**src/rtl/stack_arbiter_if.sv**
```systemverilog
// stack_arbiter_if: requester-side and stack32-side signals of the operand stack arbiter
interface stack_arbiter_if #(
  parameter int NREQ  = 2,
  parameter int WIDTH = 32,
  parameter int GW    = NREQ > 1 ? $clog2(NREQ) : 1
);
  logic [NREQ-1:0]       req_trigger;
  logic [NREQ-1:0]       req_push;
  logic [NREQ*WIDTH-1:0] req_wdata;
  logic [NREQ-1:0]       req_done;
  logic [WIDTH-1:0]      req_rdata;
  logic                  req_err;
  logic                  stk_trigger;
  logic                  stk_push;
  logic [WIDTH-1:0]      stk_wdata;
  logic [WIDTH-1:0]      stk_rdata;
  logic                  stk_done;
  logic                  busy;
  logic [GW-1:0]         grant_id;
  logic                  collision;
  modport master (
    output req_trigger, req_push, req_wdata, stk_rdata, stk_done,
    input  req_done, req_rdata, req_err, stk_trigger, stk_push, stk_wdata, busy, grant_id, collision
  );
  modport slave (
    input  req_trigger, req_push, req_wdata, stk_rdata, stk_done,
    output req_done, req_rdata, req_err, stk_trigger, stk_push, stk_wdata, busy, grant_id, collision
  );
endinterface

```
**src/rtl/stack_arbiter.sv**
```systemverilog
// stack_arbiter: round-robin sharing of one stack32 among NREQ requesters; optional WAIT watchdog via STACK_ARB_TIMEOUT_EN
module stack_arbiter #(
  parameter int NREQ           = 2,
  parameter int WIDTH          = 32,
  parameter int TIMEOUT_CYCLES = 64
) (
  input logic clk,
  input logic rst_n,
  stack_arbiter_if.slave bus
);
  localparam int GW = NREQ > 1 ? $clog2(NREQ) : 1;
  typedef enum logic [1:0] {IDLE, ISSUE, WAIT, RESP} state_t;
  state_t           state;
  logic [NREQ-1:0]  pending;
  logic [NREQ-1:0]  op_push;
  logic [WIDTH-1:0] op_data [NREQ];
  logic [GW-1:0]    rr;
  logic [GW-1:0]    pick;
  logic [GW-1:0]    nxt_rr;
  logic             found;
  logic             tmo_hit;
  logic             fin;
  if (NREQ < 2 || NREQ > 8 || TIMEOUT_CYCLES < 1) begin : g_bad_cfg
    $error("stack_arbiter: unsupported parameter set");
  end
  assign fin    = state == WAIT && (bus.stk_done || tmo_hit);
  assign nxt_rr = GW'((int'(bus.grant_id) + 1) % NREQ);
`ifdef STACK_ARB_TIMEOUT_EN
  localparam int CW = $clog2(TIMEOUT_CYCLES + 1);
  logic [CW-1:0] tmo_cnt;
  assign tmo_hit = tmo_cnt == CW'(TIMEOUT_CYCLES - 1);
  // count consecutive WAIT cycles; restarts on every new operation
  always_ff @(posedge clk or negedge rst_n)
    if (!rst_n) tmo_cnt <= '0;
    else tmo_cnt <= state == WAIT ? tmo_cnt + 1'b1 : '0;
`else
  assign tmo_hit = 1'b0;
`endif
  // first pending requester at or after the round-robin pointer, wrapping
  always_comb begin
    pick  = '0;
    found = 1'b0;
    for (int k = 0; k < NREQ; k++) begin
      if (!found && pending[(int'(rr) + k) % NREQ]) begin
        pick  = GW'((int'(rr) + k) % NREQ);
        found = 1'b1;
      end
    end
  end
  // capture trigger pulses; a retrigger while still pending is dropped and flagged
  always_ff @(posedge clk or negedge rst_n)
    if (!rst_n) begin
      pending       <= '0;
      op_push       <= '0;
      bus.collision <= 1'b0;
      for (int k = 0; k < NREQ; k++) op_data[k] <= '0;
    end else begin
      for (int k = 0; k < NREQ; k++) begin
        if (fin && bus.grant_id == GW'(k)) pending[k] <= 1'b0;
        if (bus.req_trigger[k]) begin
          if (pending[k]) bus.collision <= 1'b1;
          else begin
            pending[k] <= 1'b1;
            op_push[k] <= bus.req_push[k];
            op_data[k] <= bus.req_wdata[k*WIDTH +: WIDTH];
          end
        end
      end
    end
  // one stack operation at a time: grant, pulse the stack, wait, answer the owner
  always_ff @(posedge clk or negedge rst_n)
    if (!rst_n) begin
      state           <= IDLE;
      rr              <= '0;
      bus.grant_id    <= '0;
      bus.stk_trigger <= 1'b0;
      bus.stk_push    <= 1'b0;
      bus.stk_wdata   <= '0;
      bus.req_done    <= '0;
      bus.req_rdata   <= '0;
      bus.req_err     <= 1'b0;
      bus.busy        <= 1'b0;
    end else begin
      bus.stk_trigger <= 1'b0;
      bus.req_done    <= '0;
      case (state)
        IDLE: if (found) begin
          state           <= ISSUE;
          bus.grant_id    <= pick;
          bus.stk_push    <= op_push[pick];
          bus.stk_wdata   <= op_data[pick];
          bus.stk_trigger <= 1'b1;
          bus.busy        <= 1'b1;
        end
        ISSUE: state <= WAIT;
        WAIT: if (fin) begin
          state         <= RESP;
          bus.busy      <= 1'b0;
          bus.req_done  <= NREQ'(1) << bus.grant_id;
          bus.req_err   <= !bus.stk_done;
          bus.req_rdata <= bus.stk_done ? bus.stk_rdata : '0;
        end
        RESP: begin
          state <= IDLE;
          rr    <= nxt_rr;
        end
        default: state <= IDLE;
      endcase
    end
endmodule

```
**src/flat_wrapper.sv**
```systemverilog
// flat-port wrapper written by rule: the top's interface ports become plain ports
module stack_arbiter_flat 
#(
  parameter int NREQ           = 2,
  parameter int WIDTH          = 32,
  parameter int TIMEOUT_CYCLES = 64
)
  (clk, rst_n, bus_req_trigger, bus_req_push, bus_req_wdata, bus_stk_rdata, bus_stk_done, bus_req_done, bus_req_rdata, bus_req_err, bus_stk_trigger, bus_stk_push, bus_stk_wdata, bus_busy, bus_grant_id, bus_collision);
  stack_arbiter_if #(.NREQ(NREQ), .WIDTH(WIDTH)) bus_i ();
  input logic clk;
  input logic rst_n;
  input wire logic [$bits(bus_i.req_trigger)-1:0] bus_req_trigger;
  input wire logic [$bits(bus_i.req_push)-1:0] bus_req_push;
  input wire logic [$bits(bus_i.req_wdata)-1:0] bus_req_wdata;
  input wire logic [$bits(bus_i.stk_rdata)-1:0] bus_stk_rdata;
  input wire logic [$bits(bus_i.stk_done)-1:0] bus_stk_done;
  output wire logic [$bits(bus_i.req_done)-1:0] bus_req_done;
  output wire logic [$bits(bus_i.req_rdata)-1:0] bus_req_rdata;
  output wire logic [$bits(bus_i.req_err)-1:0] bus_req_err;
  output wire logic [$bits(bus_i.stk_trigger)-1:0] bus_stk_trigger;
  output wire logic [$bits(bus_i.stk_push)-1:0] bus_stk_push;
  output wire logic [$bits(bus_i.stk_wdata)-1:0] bus_stk_wdata;
  output wire logic [$bits(bus_i.busy)-1:0] bus_busy;
  output wire logic [$bits(bus_i.grant_id)-1:0] bus_grant_id;
  output wire logic [$bits(bus_i.collision)-1:0] bus_collision;
  assign bus_i.req_trigger = bus_req_trigger;
  assign bus_i.req_push = bus_req_push;
  assign bus_i.req_wdata = bus_req_wdata;
  assign bus_i.stk_rdata = bus_stk_rdata;
  assign bus_i.stk_done = bus_stk_done;
  assign bus_req_done = bus_i.req_done;
  assign bus_req_rdata = bus_i.req_rdata;
  assign bus_req_err = bus_i.req_err;
  assign bus_stk_trigger = bus_i.stk_trigger;
  assign bus_stk_push = bus_i.stk_push;
  assign bus_stk_wdata = bus_i.stk_wdata;
  assign bus_busy = bus_i.busy;
  assign bus_grant_id = bus_i.grant_id;
  assign bus_collision = bus_i.collision;
  stack_arbiter #(.NREQ(NREQ), .WIDTH(WIDTH), .TIMEOUT_CYCLES(TIMEOUT_CYCLES)) u_core (.clk(clk), .rst_n(rst_n), .bus(bus_i));
endmodule
```
**config.mk**
```make
export PLATFORM = sky130hd
export DESIGN_NAME = stack_arbiter_flat
export DESIGN_NICKNAME = d
export VERILOG_FILES = /design/src/rtl/stack_arbiter_if.sv /design/src/rtl/stack_arbiter.sv /design/src/flat_wrapper.sv
export SDC_FILE = /design/constraint.sdc
export NUM_CORES = 1
export LEC_CHECK = 0
export ABC_AREA = 1
export CORE_UTILIZATION = 50
export DETAILED_ROUTE_END_ITERATION = 7
export PLACE_DENSITY = 0.83
export SLEW_MARGIN = 15
export SYNTH_ARGS = -nofsm -noshare
export SYNTH_HDL_FRONTEND = slang
export SYNTH_SLANG_ARGS = --single-unit
```
**constraint.sdc**
```tcl
create_clock -name clk -period 3.6 [get_ports clk]
set_clock_uncertainty 0.15 [all_clocks]
set_input_delay 1.08 -clock clk [delete_from_list [all_inputs] [get_ports clk]]
set_output_delay 1.08 -clock clk [all_outputs]
set_load 0.02 [all_outputs]
```
==> results.sh <==
export IMPL_status="finished clean"
export IMPL_root_buffer="clkbuf_16"
export IMPL_stdcell_count=1014
export IMPL_io_pin_count=175
export IMPL_postCtsSetupRepairBufs=0
export IMPL_hold_viol=0
export IMPL_synthCells=692
export IMPL_path_clk_slew_ns=0.06
export IMPL_hold_buffers=0
export IMPL_setup_slack_ns=0.834
export IMPL_slowest_stage="clkdlybuf4s50_1"
export IMPL_r2r_start="u_core.pending[1]"
export IMPL_layout_common_cells="nand2_1 (211), clkdlybuf4s50_1 (173), dfrtp_1 (143)"
export IMPL_crit_required_ns=2.37
export IMPL_grt_overflow=0
export IMPL_cts_resized=0
export IMPL_crit_start="u_core.bus.grant_id"
export IMPL_cts_tree="done"
export IMPL_ys_top_cells_by_area="dfrtp_1 (58%), nand2_1 (13%), nand3_1 (5.6%)"
export IMPL_ff2ff_setup_slack_ns=1.22
export IMPL_worst_setup_path_type="reg -> out"
export IMPL_hold_start="u_core.bus.stk_wdata[1]"
export IMPL_crit_chain="clkdlybuf4s50_1"
export IMPL_drive_gt1_frac=0.0888
export IMPL_hold_worst_slack_ns=0.329
export IMPL_antenna_found_initial=0
export IMPL_grt_pass1_vias=5151
export IMPL_num_antenna_cells=0
export IMPL_wl_met3_um=1060
export IMPL_drt_first_pass_iters=5
export IMPL_synth_nets=800
export IMPL_routedLengthMet1_um=6520
export IMPL_die_y_um=113
export IMPL_vias=5133
export IMPL_dpl_cell_count=982
export IMPL_slew_limit_headroom=0.414
export IMPL_fin_util=0.708
export IMPL_drv_cap=0
export IMPL_endpoint_kind="output pin"
export IMPL_yosysWarnings=0
export IMPL_nFillCells=880
export IMPL_rsz0062_at_grt="no"
export IMPL_grt_pass1_wl_um=25000
export IMPL_layout_commonest_cell="nand2_1"
export IMPL_period_share=0.768
export IMPL_synthesis_area_mm2=0.00613
export IMPL_p_per_area_mw_per_mm2=947
export IMPL_avgViaCountPerCell=5.06
export IMPL_synth_top_area_frac=0.583
export IMPL_grt_start_max_net_pins=68
export IMPL_dp_hpwl_um=9900
export IMPL_cts_sinks=143
export IMPL_synth_cell_types=20
export IMPL_hp_class="reg -> reg"
export IMPL_worst_pin_slew_ns=0.878
export IMPL_critPathLaunchType="flop"
export IMPL_ant_nets=0
export IMPL_die_w_um=113
export IMPL_crit_family="buffers and inverters"
export IMPL_routedWlPerCell_um=15.1
export IMPL_setup_viol=0
export IMPL_finalWirelength_um=15300
export IMPL_yosysTopAreaCell="dfrtp_1"
export IMPL_rows=40
export IMPL_leakage_nw=4.19
export IMPL_grt_usage=0.254
export IMPL_ys_ff_latch=143
export IMPL_cp_num_buf_inv=1
export IMPL_start_util=0.513
export IMPL_die_area_mm2=0.0127
export IMPL_slowest_delay_ns=0.69
export IMPL_max_freq_ghz=0.362
export IMPL_pre_cts_ws_ns=0.735
export IMPL_dr_max_layer_used="met4"
export IMPL_synth_avg_cell_area_um2=8.87
export IMPL_cp_max_fo=5
export IMPL_globalplace_congestion=0.785
export IMPL_crit_arrival_ns=1.54
export IMPL_ys_seq_area_frac=0.583
export IMPL_met2RoutedLength_um=7570
export IMPL_core_area_mm2=0.0120
export IMPL_drt_iter0_drc=298
export IMPL_nNetsFinal=962
export IMPL_clockBufferDepth=2
export IMPL_vdd_drop_max_mv=0.493
export IMPL_synthToLayoutAreaGrowth_pct=38.0
export IMPL_drc=0
export IMPL_maxSlewViolCount=0
export IMPL_fin_setup_tns_ns=0
export IMPL_insertion_delay_ns=0.41
export IMPL_cts_buffers=17
export IMPL_htreeDepth=4
export IMPL_fin_crit_ns=2.77
export IMPL_port_buffers=174
[synthesized netlist by cell type]
cell type	number
nand3_1	69
nor2_2	1
nand2_2	4
buf_2	15
clkbuf_1	3
nor2_8	1
nand2_1	212
ha_1	5
nor2_1	67
nor3_1	2
or2_2	2
a21oi_1	38
buf_4	7
buf_6	11
inv_2	1
dfrtp_1	143
a21oi_2	29
inv_4	1
inv_1	76
o21ai_0	5
[metal layers]
metal,global-route usage,up-vias
li1,-,2459
met1,0.312,2471
met2,0.433,186
met3,0.0637,17
met4,0.0978,0
met5,0,-
[sequential cells by signal (all words and copies together), names as in the netlist]
| name | count |
|---|---|
| u_core.bus.collision | 1 |
| u_core.bus.stk_trigger | 1 |
| u_core.bus.stk_push | 1 |
| u_core.bus.grant_id | 1 |
| u_core.bus.req_err | 1 |
| u_core.op_data | 64 |
| u_core.op_push | 2 |
| u_core.state | 2 |
| u_core.bus.busy | 1 |
| u_core.bus.req_done | 2 |
| u_core.rr | 1 |
| u_core.bus.req_rdata | 32 |
| u_core.bus.stk_wdata | 32 |
| u_core.pending | 2 |
[layout make-up]
cell class,count,area [um^2],share of cell area
clock buffer,22,484,0.0572
clock inverter,10,110,0.0130
inverter,78,295,0.0349
multi-input combinational,435,2010,0.237
sequential,143,3580,0.423
tap,147,184,0.0217
timing repair buffer,179,1810,0.213
[final timing paths]
check                      cells after the start                       end
max reg2reg                                    5       u_core.bus.grant_id
max                                            1              bus_grant_id
min reg2reg                                    2   u_core.bus.stk_wdata[1]
min in group asynchronous                      1  u_core.bus.stk_wdata[11]
min                                            2   u_core.bus.stk_wdata[1]
max in group asynchronous                      2  u_core.bus.req_rdata[29]
[per-stage QoR]
step	instance area [um^2]	total power (W)
2_1_floorplan	6130	0.00500
3_3_place_gp	7870	0.00612
3_5_place_dp	7870	0.00627
4_1_cts	8460	0.00806
5_1_grt	8460	0.00854
6_report	8460	0.00801
[power breakdown]
part           switching [W]  internal [W]  total (W)
clock               0.000646       0.00109    0.00173
sequential          0.000392       0.00238    0.00277
combinational        0.00210       0.00141    0.00351
total                0.00314       0.00488    0.00801
[cells by family (layout without fill, tap and decap cells)]
family,Yosys count,in the layout,synth area share
compound gates,72,72,0.0765
buf+inv,114,289,0.0910
fa+ha+maj,5,5,0.0102
flops,143,143,0.583
simple gates,358,358,0.239
No activity file was read; power rests on OpenSTA's default activity.
